**src/rtl/tape_cell_reg_if.sv**
```systemverilog
// Data-memory handshake between the tape cell register (master) and data memory (slave).
interface tape_cell_reg_if #(
   parameter int unsigned DW = 8,
   parameter int unsigned AW = 16
);
   logic          mem_req;
   logic          mem_we;
   logic [AW-1:0] mem_addr;
   logic [DW-1:0] mem_wdata;
   logic          mem_ack;
   logic [DW-1:0] mem_rdata;

   modport master (
      output mem_req,
      output mem_we,
      output mem_addr,
      output mem_wdata,
      input  mem_ack,
      input  mem_rdata
   );

   modport slave (
      input  mem_req,
      input  mem_we,
      input  mem_addr,
      input  mem_wdata,
      output mem_ack,
      output mem_rdata
   );
endinterface

```
**src/rtl/tape_cell_reg.sv**
```systemverilog
// Cached working cell of the BeeF datapath: single-cycle ALU writes, and a
// flush-then-fill memory handshake that stalls the core until the new cell is loaded.
module tape_cell_reg #(
   parameter int unsigned DW = 8,
   parameter int unsigned AW = 16
) (
   input  logic                clk,
   input  logic                reset,
   input  logic                write_enable,
   input  logic                write_src,
   input  logic [DW-1:0]       alu_data,
   input  logic [AW-1:0]       fill_addr,
   tape_cell_reg_if.master     mem,
   output logic [DW-1:0]       cell_value,
   output logic                cell_dirty,
   output logic                stall
);

   typedef enum logic [1:0] {
      IDLE  = 2'd0,
      FLUSH = 2'd1,
      FILL  = 2'd2,
      DONE  = 2'd3
   } state_t;

   state_t        state;
   state_t        state_nxt;
   logic [AW-1:0] cached_addr;
   logic [AW-1:0] pend_addr;
   logic          mem_start;
   logic          alu_write;

   assign mem_start = (state == IDLE) && write_enable && write_src;
   assign alu_write = (state == IDLE) && write_enable && !write_src;

   always_ff @(posedge clk) begin
      if (reset) begin
         state <= IDLE;
      end else begin
         state <= state_nxt;
      end
   end

   // Only IDLE accepts a request; FLUSH/FILL wait for ack, DONE retires the held instruction.
   always_comb begin
      state_nxt = state;
      case (state)
         IDLE: begin
            if (mem_start) begin
               state_nxt = cell_dirty ? FLUSH : FILL;
            end
         end
         FLUSH: begin
            if (mem.mem_ack) begin
               state_nxt = FILL;
            end
         end
         FILL: begin
            if (mem.mem_ack) begin
               state_nxt = DONE;
            end
         end
         DONE: begin
            state_nxt = IDLE;
         end
         default: begin
            state_nxt = IDLE;
         end
      endcase
   end

   // Bus outputs decode from state and registers only, so they hold steady while waiting.
   always_comb begin
      stall         = 1'b0;
      mem.mem_req   = 1'b0;
      mem.mem_we    = 1'b0;
      mem.mem_addr  = '0;
      mem.mem_wdata = '0;
      case (state)
         IDLE: begin
            stall = mem_start;
         end
         FLUSH: begin
            stall         = 1'b1;
            mem.mem_req   = 1'b1;
            mem.mem_we    = 1'b1;
            mem.mem_addr  = cached_addr;
            mem.mem_wdata = cell_value;
         end
         FILL: begin
            stall        = 1'b1;
            mem.mem_req  = 1'b1;
            mem.mem_addr = pend_addr;
         end
         default: begin
            stall = 1'b0;
         end
      endcase
   end

   always_ff @(posedge clk) begin
      if (reset) begin
         cell_value  <= '0;
         cell_dirty  <= 1'b0;
         cached_addr <= '0;
         pend_addr   <= '0;
      end else begin
         if (alu_write) begin
            cell_value <= alu_data;
            cell_dirty <= 1'b1;
         end
         if (mem_start) begin
            pend_addr <= fill_addr;
         end
         if ((state == FLUSH) && mem.mem_ack) begin
            cell_dirty <= 1'b0;
         end
         if ((state == FILL) && mem.mem_ack) begin
            cell_value  <= mem.mem_rdata;
            cached_addr <= pend_addr;
            cell_dirty  <= 1'b0;
         end
      end
   end

endmodule

```
**src/flat_wrapper.sv**
```systemverilog
// flat-port wrapper written by rule: the top's interface ports become plain ports
module tape_cell_reg_flat 
#(
   parameter int unsigned DW = 8,
   parameter int unsigned AW = 16
)
  (clk, reset, write_enable, write_src, alu_data, fill_addr, cell_value, cell_dirty, stall, mem_mem_req, mem_mem_we, mem_mem_addr, mem_mem_wdata, mem_mem_ack, mem_mem_rdata);
  tape_cell_reg_if #(.DW(DW), .AW(AW)) mem_i ();
  input  logic clk;
  input  logic reset;
  input  logic write_enable;
  input  logic write_src;
  input  logic [DW-1:0] alu_data;
  input  logic [AW-1:0] fill_addr;
  output logic [DW-1:0] cell_value;
  output logic cell_dirty;
  output logic stall;
  output wire logic [$bits(mem_i.mem_req)-1:0] mem_mem_req;
  output wire logic [$bits(mem_i.mem_we)-1:0] mem_mem_we;
  output wire logic [$bits(mem_i.mem_addr)-1:0] mem_mem_addr;
  output wire logic [$bits(mem_i.mem_wdata)-1:0] mem_mem_wdata;
  input wire logic [$bits(mem_i.mem_ack)-1:0] mem_mem_ack;
  input wire logic [$bits(mem_i.mem_rdata)-1:0] mem_mem_rdata;
  assign mem_mem_req = mem_i.mem_req;
  assign mem_mem_we = mem_i.mem_we;
  assign mem_mem_addr = mem_i.mem_addr;
  assign mem_mem_wdata = mem_i.mem_wdata;
  assign mem_i.mem_ack = mem_mem_ack;
  assign mem_i.mem_rdata = mem_mem_rdata;
  tape_cell_reg #(.DW(DW), .AW(AW)) u_core (.clk(clk), .reset(reset), .write_enable(write_enable), .write_src(write_src), .alu_data(alu_data), .fill_addr(fill_addr), .mem(mem_i), .cell_value(cell_value), .cell_dirty(cell_dirty), .stall(stall));
endmodule
```
**config.mk**
```make
export PLATFORM = sky130hd
export DESIGN_NAME = tape_cell_reg_flat
export DESIGN_NICKNAME = d
export VERILOG_FILES = /design/src/rtl/tape_cell_reg_if.sv /design/src/rtl/tape_cell_reg.sv /design/src/flat_wrapper.sv
export SDC_FILE = /design/constraint.sdc
export NUM_CORES = 1
export LEC_CHECK = 0
export ABC_AREA = 1
export BUFFER_PORTS_ARGS = -buffer_cell sky130_fd_sc_hd__buf_4
export CAP_MARGIN = 20
export CORE_UTILIZATION = 29
export DETAILED_ROUTE_END_ITERATION = 16
export GPL_ROUTABILITY_DRIVEN = 0
export PLACE_DENSITY = 0.58
export SETUP_SLACK_MARGIN = 0.15
export SLEW_MARGIN = 20
export SYNTH_ARGS = -nofsm -noshare
export SYNTH_HDL_FRONTEND = slang
export SYNTH_SLANG_ARGS = --single-unit
```
**constraint.sdc**
```tcl
create_clock -name clk -period 2.38 [get_ports clk]
set_clock_uncertainty 0.2 [all_clocks]
set_input_delay 0.595 -clock clk [delete_from_list [all_inputs] [get_ports clk]]
set_output_delay 0.595 -clock clk [all_outputs]
set_load 0.05 [all_outputs]
```
==> impl_metrics.env, run 1 <==
export IMPL_finalWorstSetupSlack_ns=-0.00661
export IMPL_worstSetupPathType="reg -> out"
export IMPL_drt_pass1_iter_count=4
export IMPL_cts_buffer_depth=2
export IMPL_setup_violations=3
export IMPL_wirelength_mm=6.26
export IMPL_slew_headroom_pct=70.7
export IMPL_area_delta_synth_final_pct=63.8
export IMPL_io_pins=73
export IMPL_tightestPinTransition_ns=0.439
export IMPL_start_kind="flop"
export IMPL_vias=2117
export IMPL_grt_max_degree=41
export IMPL_use_met1_pct=22.4
export IMPL_wire_per_inst_um=13.4
export IMPL_grt_use_total_pct=17.1
export IMPL_cts_tree="yes"
export IMPL_grt_use_met2_pct=27.9
export IMPL_hold_viol_final=0
export IMPL_grt_pass1_wl_mm=9.71
export IMPL_post_route_period_util_pct=100
export IMPL_worstSkewPairLatency_ns=0.30
export IMPL_top_usage_layer="met2"
export IMPL_status="complete, but fails checks"
export IMPL_yosysSeqAreaShare_pct=41.2
export IMPL_port_buffers=72
export IMPL_cts_hold_fix_buffers=0
export IMPL_drv_slew=0
export IMPL_worstPathMaxFanout=6
export IMPL_die_width_um=86.9
export IMPL_violations="negative setup slack"
export IMPL_finalPower_mw=4.16
export IMPL_min_period_ns=2.39
export IMPL_cts_root_buffer_cell="clkbuf_8"
export IMPL_yosys_warnings=0
export IMPL_die_h_um=86.9
export IMPL_clk_pin_slew_worst_paths_ns=0.08
export IMPL_mostFrequentLayoutCells="nand2_1 (56), buf_4 (54), dfxtp_1 (41)"
export IMPL_cts_sinks=43
export IMPL_synth_largest_area_cell="dfxtp_1"
export IMPL_drc=0
export IMPL_synth_edf_count=0
export IMPL_pre_cts_slack_ns=0.254
export IMPL_synth_seq_cells=43
export IMPL_cp_data_required_time_ns=1.58
export IMPL_synth_cell_type_count=23
export IMPL_rsz0062_at_grt="true"
export IMPL_fmax_ghz=0.419
export IMPL_avgSynthCellArea_um2=7.31
export IMPL_fp_row_count=30
export IMPL_post_drt_via_cell_ratio=4.53
export IMPL_fin_nets=412
export IMPL_p_leak_nw=1.45
export IMPL_antenna_found_initial=0
export IMPL_arrival_ns=1.59
export IMPL_syn_inst=286
export IMPL_cts_buffers=5
export IMPL_yosys_area_top_type_share_pct=41.2
export IMPL_start_util_pct=30.4
export IMPL_synth_top_flop_cell="dfxtp_1"
export IMPL_die_area_um2=7550
export IMPL_first_global_vias=1984
export IMPL_hpwl_mm=3.73
export IMPL_drt_iter0_drc=97
export IMPL_vdd_drop_max_uv=831
export IMPL_drive_above_1_share_pct=43.7
export IMPL_antenna_left=0
export IMPL_max_cap_violations=0
export IMPL_hp_class="reg -> reg"
export IMPL_p_per_area_nw_per_um2=1210
export IMPL_endpoint_kind="primary output"
export IMPL_gr_total_overflow=0
export IMPL_htreeDepth=2
export IMPL_async_flop_share_pct=0
export IMPL_syn_area_um2=2090
export IMPL_antenna_cells=0
export IMPL_final_common_cell="nand2_1"
export IMPL_core_area_um2=6870
export IMPL_syn_nets=327
export IMPL_grt_util_met3_pct=3.70
export IMPL_synth_area_leaders="dfxtp_1 (41%), nand2_1 (13%), a21oi_1 (7.9%)"
==> worst max-delay path, cell delays in order (launching register included) <==
cell and delay [ns]:
dfxtp_4 0.38, inv_6 0.05, ha_4 0.34, clkinv_8 0.10, buf_8 0.14, a21oi_4 0.11
buf_6 0.17
==> sequential cells by signal, indices dropped and copies added, names as in the netlist <==
register            flops
u_core.cell_value       8
u_core.pend_addr       16
u_core.cached_addr     16
u_core.state            2
u_core.cell_dirty       1
==> report_power, final <==
group | switching (mW) | total, mW | internal (mW)
Sequential | 0.109 | 0.995 | 0.886
Combinational | 1.57 | 2.69 | 1.12
Clock | 0.247 | 0.475 | 0.228
==> worst paths after layout <==
check	start	to	slack (ns)	cells after the start
min reg2reg	u_core.pend_addr[10]	u_core.pend_addr[10]	0.28	2
max	u_core.state[0]	mem_mem_addr[8]	-0.007	6
max reg2reg	u_core.state[1]	u_core.cell_value[3]	0.37	10
min	u_core.pend_addr[10]	u_core.pend_addr[10]	0.28	2
==> area by class of cell <==
class,instances,area (um2)
Clock buffer,6,82.6
Clock inverter,1,5.00
Fill cell,668,3440
Inverter,32,143
Multi-Input combinational cell,194,1240
Sequential cell,43,866
Tap cell,96,120
Timing Repair Buffer,93,940
Timing Repair inverter,2,32.5
==> cell usage after synthesis (2+ instances only) <==
cell and number:
nand2_1 70, dfxtp_1 43, nor2_1 37, a21oi_1 33
inv_1 28, o21ai_0 21, a211oi_2 9, buf_2 8
a211oi_1 7, o21ai_1 6, buf_6 5, ha_1 4
buf_4 3, inv_2 2, nand2_2 2
==> per-stage QoR <==
step | area, um2 | cells | hold WS, ns | TNS (ns) | utilization, %
3_5_place_dp | 2850 | 440 | 0.264 | 0 | 41.4
6_report | 3420 | 467 | 0.276 | -0.0154 | 49.9
4_1_cts | 3270 | 463 | 0.278 | 0 | 47.7
2_1_floorplan | 2310 | 286 | 0.244 | 0 | -
5_1_grt | 3420 | 467 | 0.304 | -0.189 | 49.9
3_3_place_gp | 2850 | 440 | 0.263 | 0 | 41.4
==> logic make-up after synthesis <==
group / after synthesis / synth area share (%)
flip-flops: 43 / 41.2
adder cells (fa/ha/maj): 4 / 2.39
buffers and inverters: 49 / 11.7
AO/OA/AOI/OAI: 79 / 23.9
AND/OR/NAND/NOR: 111 / 20.8
==> routing by layer <==
| layer | part of all wire, % | vias to the layer above |
|---|---|---|
| li1 | - | 1081 |
| met4 | 1.2 | 0 |
| met2 | 46 | 60 |
| met5 | 0 | - |
| met1 | 47 | 968 |
| met3 | 5.5 | 8 |
==> repair_timing <==
item	CTS	global route
buffers inserted	13	3
cloned	3	1
resized for setup	42	34
setup endpoints to repair	25	26
endpoints found under the hold margin	0	0
pin swaps	4	5
Power figures use the tool's default switching activity.
==> inputs of run 2 (changes only) <==
--- a/config.mk
+++ b/config.mk
@@ -8,10 +8,12 @@
 export ABC_AREA = 1
 export BUFFER_PORTS_ARGS = -buffer_cell sky130_fd_sc_hd__buf_4
 export CAP_MARGIN = 20
+export CELL_PAD_IN_SITES_DETAIL_PLACEMENT = 1
+export CELL_PAD_IN_SITES_GLOBAL_PLACEMENT = 1
 export CORE_UTILIZATION = 29
 export DETAILED_ROUTE_END_ITERATION = 16
 export GPL_ROUTABILITY_DRIVEN = 0
-export PLACE_DENSITY = 0.58
+export PLACE_DENSITY = 0.78
 export SETUP_SLACK_MARGIN = 0.15
 export SLEW_MARGIN = 20
 export SYNTH_ARGS = -nofsm -noshare
==> constraint.sdc (replaced) <==
create_clock -name clk -period 2 [get_ports clk]
set_clock_uncertainty 0.2 [all_clocks]
set_input_delay 0.5 -clock clk [delete_from_list [all_inputs] [get_ports clk]]
set_output_delay 0.5 -clock clk [all_outputs]
set_load 0.05 [all_outputs]
==> impl_metrics.env, run 2 (synthesis gave the netlist of run 1 again) <==
export IMPL_status="complete, but fails checks"
export IMPL_violations="negative setup slack"
export IMPL_die_area_um2=7550
export IMPL_area_delta_synth_final_pct=70.0
export IMPL_port_buffers=72
export IMPL_cp_slowest_cell="dfxtp_4"
export IMPL_setup_violations=27
export IMPL_hpwl_mm=4.61
export IMPL_worstSkewPairLatency_ns=0.30
export IMPL_cts_tree="yes"
export IMPL_clk_pin_slew_worst_paths_ns=0.09
export IMPL_tightestPinTransition_ns=0.457
export IMPL_wire_per_inst_um=15.1
export IMPL_start_kind="flop"
export IMPL_drt_pass1_iter_count=4
export IMPL_fp_row_count=30
export IMPL_ff_latch_area_um2=868
export IMPL_die_width_um=86.9
export IMPL_gr_total_overflow=0
export IMPL_worstPathMaxFanout=5
export IMPL_p_per_area_nw_per_um2=1430
export IMPL_die_h_um=86.9
export IMPL_endpoint_kind="primary output"
export IMPL_hp_class="in -> reg"
export IMPL_p_leak_nw=1.51
export IMPL_drt_iter0_drc=62
export IMPL_slew_headroom_pct=69.5
export IMPL_drive_above_1_share_pct=47.1
export IMPL_htreeDepth=2
export IMPL_postLayoutCellArea_um2=3550
export IMPL_cts_buffers=5
export IMPL_core_area_um2=6870
export IMPL_drc=0
export IMPL_critical_path_max_stage_delay_ns=0.37
export IMPL_path_cells="inv_4, ha_4, buf_12, clkinv_8, a21oi_4, buf_6"
export IMPL_cp_data_required_time_ns=1.30
export IMPL_min_period_ns=2.25
export IMPL_pre_cts_slack_ns=-0.0125
export IMPL_drv_slew=0
export IMPL_multi_input_area_um2=1330
export IMPL_cts_sinks=43
export IMPL_grt_max_degree=34
export IMPL_final_common_cell="buf_4"
export IMPL_place_inst=446
export IMPL_fmax_ghz=0.445
export IMPL_hold_slack_ns=0.274
export IMPL_antenna_left=0
export IMPL_cts_root_buffer_cell="clkbuf_8"
export IMPL_rsz0062_at_grt="true"
export IMPL_dpl_cell_area_um2=3040
export IMPL_antenna_cells=0
export IMPL_post_route_period_util_pct=112
export IMPL_io_pins=73
export IMPL_antenna_found_initial=0
export IMPL_wirelength_mm=7.11
export IMPL_first_global_vias=2278
export IMPL_top_regs="u_core.cached_addr x16, u_core.pend_addr x16, u_core.cell_value x8"
export IMPL_arrival_ns=1.55
export IMPL_fillers=808
export IMPL_cts_buffer_depth=2
export IMPL_post_drt_via_cell_ratio=4.60
export IMPL_grt_use_total_pct=19.5
export IMPL_cts_hold_fix_buffers=0
export IMPL_start_util_pct=30.4
export IMPL_grt_pass1_wl_mm=11.3
export IMPL_worstSetupPathType="reg -> out"
export IMPL_hold_viol_final=0
export IMPL_vias=2162
export IMPL_max_cap_violations=0
export IMPL_finalWorstSetupSlack_ns=-0.245
export IMPL_fin_nets=414
export IMPL_stdcell_count=470
export IMPL_finalPower_mw=5.09
export IMPL_mostFrequentLayoutCells="buf_4 (54), nand2_1 (49), dfxtp_1 (41)"
export IMPL_vdd_drop_max_uv=970
==> run 2: final cells by class <==
cell class,count,area share [%]
multi-input combinational,194,37.3
timing repair buffer,94,25.9
sequential,43,24.4
inverter,32,4.79
tap,96,3.38
clock buffer,6,2.32
timing repair inverter,3,1.37
clock inverter,2,0.458
==> run 2: critical path: cells and delay by family, from the launching register on <==
family,cells,cell delay [ns]
AO/OA/AOI/OAI,1,0.12
adder cells (fa/ha/maj),1,0.29
buffers and inverters,4,0.46
flip-flops,1,0.37
==> run 2: stage by stage <==
step | utilization, % | TNS (ns)
2_1_floorplan | - | -1.59
3_3_place_gp | 44.2 | 0
3_5_place_dp | 44.2 | -0.0194
4_1_cts | 50.4 | -4.93
5_1_grt | 51.7 | -6.39
6_report | 51.7 | -5.06
==> run 2: power breakdown <==
part | total (mW) | internal [mW] | leakage [nW] | switching, mW
clock | 0.609 | 0.283 | 0.0474 | 0.326
sequential | 1.22 | 1.06 | 0.354 | 0.158
combinational | 3.27 | 1.27 | 1.11 | 2.00
total | 5.09 | 2.61 | 1.51 | 2.48
==> run 2: what timing repair did <==
item                                    CTS  global route
gates cloned                              3             0
gates resized for setup                  52            15
endpoints found under the setup margin   35            28
pin swaps                                 3             4
setup buffers                             8             5
==> run 2: final timing paths <==
kind                                          endpoint  slack (ns)           startpoint  cells after the start
worst max-delay path                   mem_mem_addr[1]       -0.25      u_core.state[1]                      6
worst min-delay path               u_core.pend_addr[7]        0.27         fill_addr[7]                      3
worst max register to register  u_core.cached_addr[15]        0.25      u_core.state[1]                      8
worst min register to register     u_core.pend_addr[7]        0.28  u_core.pend_addr[7]                      2
==> run 2: routing by layer <==
layer,part of all wire (%),global-route usage [%]
met1,43,23.3
met2,54,35.6
met5,0,0
met4,0.91,4.85
met3,2.4,3.60
